===== src/rtl/display_scan_ctrl.sv =====
// Scan scheduler for a 5-digit multiplexed 7-segment display: frame snapshot,
// per-slot blanking + 16-step PWM, leading-zero suppression and digit blink.
module display_scan_ctrl #(
    parameter int TICK_DIV     = 1000,
    parameter int BLANK_TICKS  = 2,
    parameter int BLINK_FRAMES = 555
) (
    input  logic        clk,
    input  logic        reset_n,
    input  logic [19:0] digits,
    input  logic [4:0]  dp_mask,
    input  logic [4:0]  blink_mask,
    input  logic [3:0]  brightness,
    input  logic        lz_enable,
    output logic [2:0]  digit_sel,
    output logic [3:0]  digit_val,
    output logic        dp,
    output logic        blank,
    output logic [4:0]  cathodes,
    output logic        frame_tick
);

    localparam int PW  = (TICK_DIV > 1) ? $clog2(TICK_DIV) : 1;
    localparam int BW  = (BLINK_FRAMES > 1) ? $clog2(BLINK_FRAMES) : 1;
    localparam int BTW = (BLANK_TICKS > 1) ? $clog2(BLANK_TICKS) : 1;
    localparam int SW  = (BTW > 4) ? BTW : 4;

    typedef enum logic [0:0] {
        ST_BLANK = 1'b0,
        ST_ON    = 1'b1
    } state_t;

    // Handshake-free block: all inputs are sampled into the snapshot, never acknowledged.
    logic [PW-1:0] pre;
    logic          tick;

    state_t        state, state_nxt;
    logic [SW-1:0] sub, sub_nxt;
    logic [2:0]    sel_nxt;
    logic          frame_end;

    logic          snap_pending;
    logic          take_snap;
    logic [19:0]   s_digits, s_digits_nxt;
    logic [4:0]    s_dpm, s_dpm_nxt;
    logic [4:0]    s_bm, s_bm_nxt;
    logic [3:0]    s_br, s_br_nxt;
    logic          s_lz, s_lz_nxt;

    logic [BW-1:0] blink_cnt, blink_cnt_nxt;
    logic          blink_phase, blink_phase_nxt;

    logic [4:0]    upper_zero;
    logic          supp;
    logic          lit;
    logic [4:0]    cath_nxt;
    logic [3:0]    val_nxt;
    logic          dp_nxt;

    // With TICK_DIV=1 the counter sits at 0 and tick is permanently high.
    assign tick = (pre == PW'(TICK_DIV - 1));

    always_ff @(posedge clk or negedge reset_n) begin
        if (!reset_n) begin
            pre <= '0;
        end else if (tick) begin
            pre <= '0;
        end else begin
            pre <= pre + PW'(1);
        end
    end

    always_comb begin
        state_nxt = state;
        sub_nxt   = sub;
        sel_nxt   = digit_sel;
        frame_end = 1'b0;
        if (tick) begin
            case (state)
                ST_BLANK: begin
                    if (sub == SW'(BLANK_TICKS - 1)) begin
                        state_nxt = ST_ON;
                        sub_nxt   = '0;
                    end else begin
                        sub_nxt = sub + SW'(1);
                    end
                end
                ST_ON: begin
                    if (sub == SW'(15)) begin
                        state_nxt = ST_BLANK;
                        sub_nxt   = '0;
                        if (digit_sel == 3'd4) begin
                            sel_nxt   = 3'd0;
                            frame_end = 1'b1;
                        end else begin
                            sel_nxt = digit_sel + 3'd1;
                        end
                    end else begin
                        sub_nxt = sub + SW'(1);
                    end
                end
                default: begin
                    state_nxt = ST_BLANK;
                    sub_nxt   = '0;
                end
            endcase
        end
    end

    always_comb begin
        take_snap    = snap_pending | frame_end;
        s_digits_nxt = take_snap ? digits     : s_digits;
        s_dpm_nxt    = take_snap ? dp_mask    : s_dpm;
        s_bm_nxt     = take_snap ? blink_mask : s_bm;
        s_br_nxt     = take_snap ? brightness : s_br;
        s_lz_nxt     = take_snap ? lz_enable  : s_lz;

        blink_cnt_nxt   = blink_cnt;
        blink_phase_nxt = blink_phase;
        if (frame_end) begin
            if (blink_cnt == BW'(BLINK_FRAMES - 1)) begin
                blink_cnt_nxt   = '0;
                blink_phase_nxt = ~blink_phase;
            end else begin
                blink_cnt_nxt = blink_cnt + BW'(1);
            end
        end
    end

    // Outputs are derived from the post-edge values so they stay aligned with the FSM.
    always_comb begin
        upper_zero    = '0;
        upper_zero[4] = (s_digits_nxt[19:16] == 4'd0);
        for (int i = 3; i >= 0; i--) begin
            upper_zero[i] = upper_zero[i+1] && (s_digits_nxt[i*4 +: 4] == 4'd0);
        end
        supp = (s_lz_nxt && (sel_nxt != 3'd0) && upper_zero[sel_nxt])
            || (blink_phase_nxt && s_bm_nxt[sel_nxt]);
        lit      = (state_nxt == ST_ON) && (sub_nxt < SW'(s_br_nxt)) && !supp;
        cath_nxt = lit ? (5'b00001 << sel_nxt) : 5'b00000;
        val_nxt  = s_digits_nxt[{sel_nxt, 2'b00} +: 4];
        dp_nxt   = s_dpm_nxt[sel_nxt] & ~supp;
    end

    always_ff @(posedge clk or negedge reset_n) begin
        if (!reset_n) begin
            state        <= ST_BLANK;
            sub          <= '0;
            snap_pending <= 1'b1;
            s_digits     <= '0;
            s_dpm        <= '0;
            s_bm         <= '0;
            s_br         <= '0;
            s_lz         <= 1'b0;
            blink_cnt    <= '0;
            blink_phase  <= 1'b0;
            digit_sel    <= 3'd0;
            digit_val    <= 4'd0;
            dp           <= 1'b0;
            blank        <= 1'b1;
            cathodes     <= 5'b00000;
            frame_tick   <= 1'b0;
        end else begin
            state        <= state_nxt;
            sub          <= sub_nxt;
            snap_pending <= 1'b0;
            s_digits     <= s_digits_nxt;
            s_dpm        <= s_dpm_nxt;
            s_bm         <= s_bm_nxt;
            s_br         <= s_br_nxt;
            s_lz         <= s_lz_nxt;
            blink_cnt    <= blink_cnt_nxt;
            blink_phase  <= blink_phase_nxt;
            digit_sel    <= sel_nxt;
            digit_val    <= val_nxt;
            dp           <= dp_nxt;
            blank        <= ~|cath_nxt;
            cathodes     <= cath_nxt;
            frame_tick   <= frame_end;
        end
    end

endmodule


===== config.mk =====
export PLATFORM = sky130hd
export DESIGN_NAME = display_scan_ctrl
export DESIGN_NICKNAME = d
export VERILOG_FILES = /design/src/rtl/display_scan_ctrl.sv
export SDC_FILE = /design/constraint.sdc
export NUM_CORES = 1
export LEC_CHECK = 0
export BUFFER_PORTS_ARGS = -buffer_cell sky130_fd_sc_hd__buf_2
export CORE_ASPECT_RATIO = 1.1
export CORE_UTILIZATION = 30
export CTS_BUF_LIST = sky130_fd_sc_hd__clkbuf_16
export CTS_CLUSTER_DIAMETER = 50
export CTS_CLUSTER_SIZE = 25
export DETAILED_ROUTE_END_ITERATION = 8
export GPL_ROUTABILITY_DRIVEN = 1
export GPL_TIMING_DRIVEN = 1
export PLACE_DENSITY_LB_ADDON = 0.2
export SLEW_MARGIN = 30
export SYNTH_ARGS = -nofsm -noshare
export SYNTH_HDL_FRONTEND = slang
export SYNTH_SLANG_ARGS = --single-unit

===== constraint.sdc =====
create_clock -name clk -period 5 [get_ports clk]
set_input_delay 0.25 -clock clk [delete_from_list [all_inputs] [get_ports clk]]
set_output_delay 0.25 -clock clk [all_outputs]
set_load 0.1 [all_outputs]

==> run metrics, run 1 <==
DRC=0; via count=2727; row count=42; CP max FO=8; final worst slack=1.41 ns; CTS clk-pin slew, worst paths=0.06 ns; Worst Path Required=5.22 ns; final hold viol count=0; Worst-Margin Slew=0.795 ns; pre-CTS setup slack=1.35 ns; setup TNS=0 ns; mux contribution to synthesized area=10.9%; IO buf count=51; Post-Synth Adder-Cell Area=3.29%; period utilisation layout=71.9%; Synth Area in Compound Gates=10.2%; simple-gate share of the synthesized area=19.0%; die area=13100 um^2; antenna diode instance count=0; clk sinks=77; CP peak stage delay=0.73 ns; routed vias/inst=4.95; Final Skew=0.00793 ns; Post-DRT Antenna Nets=0; mapped cell area=3800 um^2; Worst setup EP type=register; drt total wl=8.28 mm; CTS tree=yes; Post-synth top flop=dfrtp_1; Async SR Flop Fraction=100%; Power Dens Cells=319 nW/um^2; synthesized area per cell=11.3 um^2; crit start category=register; #FFs+latches synth=77; Die W=109 um; gr ovfl total=0; critical-path cell list=ha_1 -> nand3b_1 -> nor3_1 -> nand2_1 -> a211oi_1 -> a21o_1 -> ha_1 -> o21a_1 -> o21ai_0 -> a41oi_1 -> a211oi_2 -> nand2_1 -> nor4_1; RSZ-0062 raised after global routing=false; clock insertion delay at the later pin of the skew report=0.33 ns; XOR/XNOR share of the synthesized area=2.76%; P&R area growth vs syn=18.7%; arrival time worst endpoint=3.82 ns; pin count of the biggest net entering global routing=78; core area=12200 um^2; synthesized net count=384; Initial DRC Count=150; CTS buffer count=9; sequential fraction of the synthesis area=50.7%; Final nets=439; Slew Viols, Final=0; status=finished, final reports clean; commonest cells after routing, fill and taps aside=dfrtp_1, buf_2, mux2_2; gpl congestion=0.788; Initial Utilization=31.2%; layout cells sized above 1=29.7%; worst vdd ir=0.000220 V; Cells after Synth=337; Worst slew margin=46.6%; number of global-route vias before repair=2773; worst hold path class=in2reg; Clock Tree Buf Depth=2; Pleak=2.04 nW; DR pass1 iterations=4; Unique masters post-synth=65; io pins=52; Min Hold Slack=0.166 ns; first-pass GRT wire length=13.8 mm; Yosys warning total=0; die span in y=120 um; Post-synth EDFFs=0; largest family of logic cells by synthesized area=simple AND/OR/NAND/NOR gates; CP max-delay cell=nor3_1; # setup viols final=0; maxcap violations=0; Total GRT Usage=13.8%; post-layout min period=3.59 ns; Max Freq=278 MHz; fillers=1225; initial antenna violation count=0; drt wl/cell=15.0 um; hpwl dp=6.05 mm; Setup Crit Path Kind=reg2reg; H-tree lvl count=3; commonest non-fill, non-tap cell in the layout=dfrtp_1; clock root buffer=clkbuf_16
[synth_stat cells (3+ instances only)]
| cell | number | area share (%) |
|---|---|---|
| nor3_1 | 7 | 0.92 |
| nor4_1 | 8 | 1.3 |
| mux2i_1 | 5 | 1.3 |
| o211ai_1 | 4 | 0.79 |
| mux2_2 | 30 | 8.9 |
| inv_1 | 11 | 1.1 |
| a21boi_0 | 4 | 0.79 |
| or3_1 | 5 | 0.82 |
| xnor2_1 | 6 | 1.4 |
| o32ai_1 | 4 | 0.92 |
| or4_1 | 3 | 0.59 |
| a21oi_1 | 5 | 0.66 |
| and3_1 | 5 | 0.82 |
| nor2b_1 | 3 | 0.49 |
| ha_1 | 10 | 3.3 |
| nand3b_1 | 3 | 0.59 |
| dfrtp_1 | 75 | 49 |
| nand2_1 | 24 | 2.4 |
| o21ai_0 | 13 | 1.7 |
| nor2_1 | 29 | 2.9 |
| and2_1 | 3 | 0.49 |
| buf_2 | 6 | 0.79 |
| nand4_1 | 5 | 0.82 |
| nand3_1 | 10 | 1.3 |
| xor2_1 | 6 | 1.4 |
| nand2b_1 | 6 | 0.99 |
[layout make-up]
class	instances	area (um^2)	share of cell area, %
clock buffers	9	225	4.99
multi-input cells	236	1760	38.9
clock inverters	7	67.6	1.50
flip-flops and latches	77	1930	42.7
well taps	154	193	4.27
inverters	14	55.1	1.22
repair buffers	54	287	6.35
[repair_timing]
| action | 4_1_cts | 5_1_grt |
|---|---|---|
| endpoints found under the hold margin | 75 | 0 |
| buffers inserted | 0 | 0 |
| resized for setup | 0 | 0 |
| hold buffers | 1 | 0 |
| endpoints found under the setup margin | 0 | 0 |
[registers in the layout, summed over array words and instances (netlist names)]
register and flops:
blank 1, blink_cnt 10, blink_phase 1, cathodes 5, digit_sel 3, digit_val 4
dp 1, frame_tick 1, pre 10, s_bm 5, s_br 4, s_digits 20
s_dpm 5, s_lz 1, snap_pending 1, state 1, sub 4
[path summary, 6_finish.rpt]
kind                                     from          end  slack [ns]  cells after the start
worst min register to register         pre[0]       pre[0]        0.48                      1
worst min-delay path            brightness[2]      s_br[2]        0.17                      3
worst max register to register         pre[0]  cathodes[3]        1.41                     13
worst max-delay path                   pre[0]  cathodes[3]        1.41                     13
min in group asynchronous             reset_n       pre[8]        0.51                      2
max in group asynchronous             reset_n  cathodes[3]        4.00                      2
[stage by stage]
step                      instance area (um^2)  std cells  util (%)  power (W)
final                                     4510        551      37.0    0.00144
after CTS                                 4510        551      37.0    0.00147
after detailed placement                  4210        534      34.5   0.000815
after global placement                    4210        534      34.5   0.000814
after global routing                      4510        551      37.0    0.00150
after floorplan                           3800        337         -   0.000764
[power by group]
group / switching [W] / internal, W / total (W)
logic: 0.0000835 / 0.0000509 / 0.000134
clock network: 0.000253 / 0.000384 / 0.000637
registers: 0.0000110 / 0.000656 / 0.000667
[metal layers]
layer  GRT usage (%)  share of wire [%]  vias to the layer above
met4            5.75                2.4                        0
met1            18.0                 46                     1321
met3            4.13                3.9                       15
li1                -                  -                     1332
met2            21.2                 48                       59
met5               0                  0                        -
[critical path: cells and delay by family (launching register included)]
family,cells,cell delay (ns)
AO/OA/AOI/OAI,6,1.02
adder cells (fa/ha/maj),2,0.47
AND/OR/NAND/NOR,5,1.62
flip-flops,1,0.38
[kinds of logic after synthesis]
family                     Yosys count
xor gates and xnor gates            12
buffers and inverters               24
other                                1
adders and majority gates           10
and+or+nand+nor                    126
muxes                               37
AOI/OAI and AO/OA                   50
DFF                                 77
(Power assumes the default switching activity.)
==> run 2, diff against run 1 <==
clock period = 3.4 ns   (was 5 ns; I/O delays follow)
==> run metrics, run 2 (same netlist as run 1, synthesis figures left out) <==
CP peak stage delay=0.44 ns (-0.29 ns); Worst-Margin Slew=0.720 ns (-0.0750 ns); post-CTS setup buffer count=0 (unchanged); Initial DRC Count=83 (-45%); H-tree lvl count=3 (unchanged); # setup viols final=0 (unchanged); clock insertion delay at the later pin of the skew report=0.34 ns (about the same); Critical Path Start=digit_sel[0]; non-filler cells, final=555 (+0.73%); io pins=52 (unchanged); Initial Utilization=31.2% (unchanged); maxcap violations=0 (unchanged); DRC=0 (unchanged); antenna diode instance count=0 (unchanged); worst vdd ir=0.000274 V (+25%); pin count of the biggest net entering global routing=78 (unchanged); IO buf count=51 (unchanged); placed cell count=538 (+0.75%); Worst slew margin=52.0% (+5.4 points); Final nets=443 (+0.91%); post-layout min period=3.09 ns (-0.500 ns); Pleak=2.05 nW (+0.28%); Clock Tree Buf Depth=2 (unchanged); fillers=1234 (+0.73%); via count=2721 (-0.22%); Largest Register=s_digits; Reg-to-Reg Start=digit_sel[0]; clock root buffer=clkbuf_16; Setup Crit Path Kind=reg2reg; Power Dens Cells=449 nW/um^2 (+41%); period utilisation layout=91.0% (+19 points); arrival time worst endpoint=3.33 ns (-0.49 ns); crit start category=register; clk sinks=77 (unchanged); worst hold path class=in2reg; layout cells sized above 1=31.9% (+2.2 points); routing usage on met3=4.40% (+0.27 points); status=finished, final reports clean; Die W=109 um (unchanged); routed vias/inst=4.90 (-0.94%); launch point of the worst hold path=digits[0]; CTS buffer count=9 (unchanged); P&R area growth vs syn=19.9%; max FFs per register=20 (unchanged); gpl congestion=0.794 (+0.76%); final hold viol count=0 (unchanged); Worst Path Required=3.64 ns (-1.58 ns); biggest regs=s_digits x20, blink_cnt x10, pre x10; Final Skew=0.0102 ns (+0.00231 ns); CTS clk-pin slew, worst paths=0.06 ns (about the same); CP max-delay cell=dfrtp_4; GRT Max-Usage Layer=met2; CP max FO=5 (-3); critical-path cell list=inv_1 -> ha_1 -> and4b_4 -> a41oi_4 -> mux2i_1 -> ha_1 -> o21a_1 -> o21ai_0 -> a41oi_1 -> a211oi_2 -> nand2_1 -> nor4_1; Post-DRT Antenna Nets=0 (unchanged); core area=12200 um^2 (unchanged); Min Hold Slack=0.0788 ns (-0.0877 ns); setup TNS=0 ns (unchanged); CTS tree=yes; met1 usage in global routing=17.6% (-0.39 points); Worst setup EP type=register; drt total wl=8.42 mm (+1.7%); commonest cells after routing, fill and taps aside=dfrtp_1, buf_2, mux2_2; RSZ-0062 raised after global routing=false; initial antenna violation count=0 (unchanged); die area=13100 um^2 (unchanged); Max Freq=323 MHz (+16%); first-pass GRT wire length=13.9 mm (+1.0%); drt wl/cell=15.2 um (+0.99%); gr ovfl total=0 (unchanged); Slew Viols, Final=0 (unchanged); die span in y=120 um (unchanged); met2 Usage GRT=22.7% (+1.5 points); CP dominant cell by count=ha_1; row count=42 (unchanged); DR pass1 iterations=4 (unchanged); commonest non-fill, non-tap cell in the layout=dfrtp_1; Total GRT Usage=14.0% (+0.23 points); hpwl dp=6.15 mm (+1.7%); number of global-route vias before repair=2869 (+3.5%)
-- run 2: changes by cell type in the layout (fill, tap and decap cells not counted), sizes merged --
cell      before  now
clkinvlp       1    0
buf           53   57
bufinv         1    0
clkinv         3    8
inv           16   13
-- run 2: layout make-up --
type | instances | area [um^2] | area share (%)
well taps | 154 | 193 | 4.22
clock buffers | 9 | 225 | 4.94
multi-input cells | 236 | 1780 | 39.0
inverters | 14 | 55.1 | 1.21
flip-flops and latches | 77 | 1940 | 42.5
repair buffers | 58 | 329 | 7.22
clock inverters | 7 | 42.5 | 0.933
-- run 2: metrics by stage --
step / total power (W) / setup slack, ns / cell area, um^2 / utilization [%]
floorplan: 0.00112 / 0.00362 / 3820 / -
global placement: 0.00119 / 0.308 / 4260 / 34.9
detailed placement: 0.00120 / 0.224 / 4260 / 35.0
CTS: 0.00208 / 0.220 / 4540 / 37.2
global route: 0.00214 / 0.0167 / 4560 / 37.4
finish: 0.00205 / 0.306 / 4560 / 37.4
-- run 2: worst max-delay path: cells and delay by family, from the launching register on --
kind                     cells  cell delay (ns)
AND/OR/NAND/NOR              3             0.72
AO/OA/AOI/OAI                5             1.00
buffers and inverters        1             0.05
adder cells (fa/ha/maj)      2             0.50
flip-flops                   1             0.44
multiplexers                 1             0.27
-- run 2: worst paths after layout --
path	to	slack, ns	cells after the start
max in group asynchronous	digit_sel[1]	2.42	2
hold / removal	s_digits[0]	0.08	2
setup reg to reg	cathodes[3]	0.31	12
min in group asynchronous	pre[4]	0.41	2
hold reg to reg	pre[0]	0.47	1
setup / recovery	cathodes[3]	0.31	12
-- run 2: report_power, final --
part / internal [W] / switching (W)
combinational: 0.0000747 / 0.000121
clock: 0.000489 / 0.000380
sequential: 0.000965 / 0.0000160
total: 0.00153 / 0.000518
-- run 2: metal layers --
layer  part of all wire (%)  vias to the layer above  routed length, um
met1                     46                     1325               3850
met2                     48                       49               4050
li1                       -                     1339                  -
met4                    1.2                        0                102
met5                      0                        -                  0
met3                    5.0                        8                422
-- run 2: what timing repair did --
action / 4_1_cts / 5_1_grt
gates resized for setup: 0 / 4
endpoints found under the hold margin: 75 / 0
hold buffers: 1 / 0
endpoints found under the setup margin: 0 / 3
==> run 3, diff against run 2 <==
REMOVE_ABC_BUFFERS = 1   (was default)
SETUP_SLACK_MARGIN = 0.5   (was default)
==> run metrics, run 3 (same netlist as run 1, synthesis figures left out) <==
Initial Utilization=31.2% (unchanged); Switching Share=24.1% (-1.2 points); crit start category=register; Total GRT Usage=14.2% (+0.14 points); Final nets=461 (+4.1%); final worst slack=0.485 ns (+0.179 ns); Initial DRC Count=104 (+25%); drt wl/cell=15.8 um (+4.0%); fillers=1198 (-2.9%); Pint=0.00170 W (+11%); max FFs per register=20 (unchanged); CP max FO=5 (unchanged); area of the multi-input gates=1940 um^2 (+9.0%); DRC=0 (unchanged); P&R area growth vs syn=30.3%; initial antenna violation count=0 (unchanged); gpl congestion=0.761 (-4.2%); post-layout min period=2.91 ns (-0.179 ns); worst hold path class=in2reg; Max Freq=343 MHz (+6.2%); Post-DRT Antenna Nets=0 (unchanged); via count=2822 (+3.7%); # setup viols final=0 (unchanged); routed vias/inst=4.92 (+0.45%); pre-CTS setup slack=0.237 ns (+0.0135 ns); Pleak=2.22 nW (+8.3%); maxcap violations=0 (unchanged); status=finished, final reports clean; worst vdd ir=0.000273 V (-0.46%); die area=13100 um^2 (unchanged); CTS clk-pin slew, worst paths=0.07 ns (about the same); pin count of the biggest net entering global routing=78 (unchanged); Min Hold Slack=0.0802 ns (+0.00147 ns); clock root buffer=clkbuf_16; Core Util, Final=40.7% (+3.2 points); arrival time worst endpoint=3.18 ns (-0.15 ns); DR pass1 iterations=4 (unchanged); Worst slew margin=50.3% (-1.7 points); hpwl dp=6.17 mm (+0.36%); Worst Path Required=3.66 ns (+0.02 ns); power share of the clock group=46.5% (+4.0 points); first-pass GRT wire length=14.2 mm (+1.7%); commonest cells after routing, fill and taps aside=dfrtp_1, buf_2, mux2_2; H-tree lvl count=3 (unchanged); row count=42 (unchanged); IO buf count=51 (unchanged); Reg area=1930 um^2 (-0.39%); Final Skew=0.00941 ns (-0.000837 ns); io pins=52 (unchanged); antenna diode instance count=0 (unchanged); core area=12200 um^2 (unchanged); clk sinks=77 (unchanged); gr ovfl total=0 (unchanged); final hold viol count=0 (unchanged); drt total wl=9.04 mm (+7.3%); Die W=109 um (unchanged); Clock Tree Buf Depth=2 (unchanged); biggest regs=s_digits x20, blink_cnt x10, pre x10; CTS buffer count=9 (unchanged); setup TNS=0 ns (unchanged); clock insertion delay at the later pin of the skew report=0.34 ns (about the same); Worst setup EP type=register; number of global-route vias before repair=2885 (+0.56%); commonest non-fill, non-tap cell in the layout=dfrtp_1; RSZ-0062 raised after global routing=true; Worst-Margin Slew=0.746 ns (+0.0260 ns); Comb power frac=9.7% (about the same); die span in y=120 um (unchanged); Power Dens Cells=452 nW/um^2 (+0.82%); Setup Crit Path Kind=reg2reg; P_sw=0.000540 W (+4.3%); sequential share of power=43.8% (-4.1 points); Largest Register=s_digits; Slew Viols, Final=0 (unchanged); layout cells sized above 1=39.1% (+7.2 points); CTS tree=yes; period utilisation layout=85.7% (-5.3 points)
## run 3: final timing paths
check / startpoint / endpoint / slack (ns) / cells after the start
max: sub[0] / blank / 0.49 / 11
min: blink_mask[4] / s_bm[4] / 0.08 / 3
max reg2reg: sub[0] / blank / 0.49 / 11
max in group asynchronous: reset_n / sub[0] / 2.40 / 2
min in group asynchronous: reset_n / pre[8] / 0.41 / 2
min reg2reg: s_bm[4] / s_bm[4] / 0.49 / 2
## run 3: repair_timing
item                                   CTS  global route
setup endpoints to repair                9             7
buffers inserted                         4            10
endpoints found under the hold margin   75             0
cloned                                   0             2
gates resized for setup                 13            28
pin swaps                                3            10
hold buffers                             1             0
## run 3: per-stage QoR
stage / power [W] / area (um^2) / instances
after CTS: 0.00226 / 4670 / 561
after detailed placement: 0.00120 / 4260 / 540
final: 0.00224 / 4960 / 573
after global routing: 0.00234 / 4960 / 573
after floorplan: 0.00112 / 3740 / 327
after global placement: 0.00119 / 4250 / 540
## run 3: power groups by stage
stage / logic, W / clock network (W) / registers, W
after floorplan: 0.0000843 / 0 / 0.00104
after global routing: 0.000238 / 0.00112 / 0.000985
final: 0.000218 / 0.00104 / 0.000981
after CTS: 0.000203 / 0.00107 / 0.000981
after detailed placement: 0.000198 / 0 / 0.000997
after global placement: 0.000198 / 0 / 0.000997
## run 3: layout make-up
cell class	instances	share of cell area [%]
inverter	14	1.11
tap	154	3.89
multi-input combinational	236	39.1
clock buffer	9	4.54
sequential	77	39.0
timing repair buffer	76	10.4
clock inverter	7	1.99
## run 3: worst max-delay path, cell delays in order, from the launching register on
cell and delay (ns):
dfrtp_2 0.44, ha_4 0.19, and4_4 0.21, a41oi_4 0.32, mux2i_2 0.28, ha_1 0.27
o21a_1 0.18, o21ai_2 0.12, a41oi_2 0.05, a211oi_2 0.30, inv_1 0.07, a2111o_1 0.40
## run 3: routing by layer
metal	routed length (um)	vias up	track usage, %
li1	-	1371	-
met1	4350	1394	19.3
met2	4190	48	21.0
met3	383	9	4.78
met4	116	0	4.58
met5	0	-	0
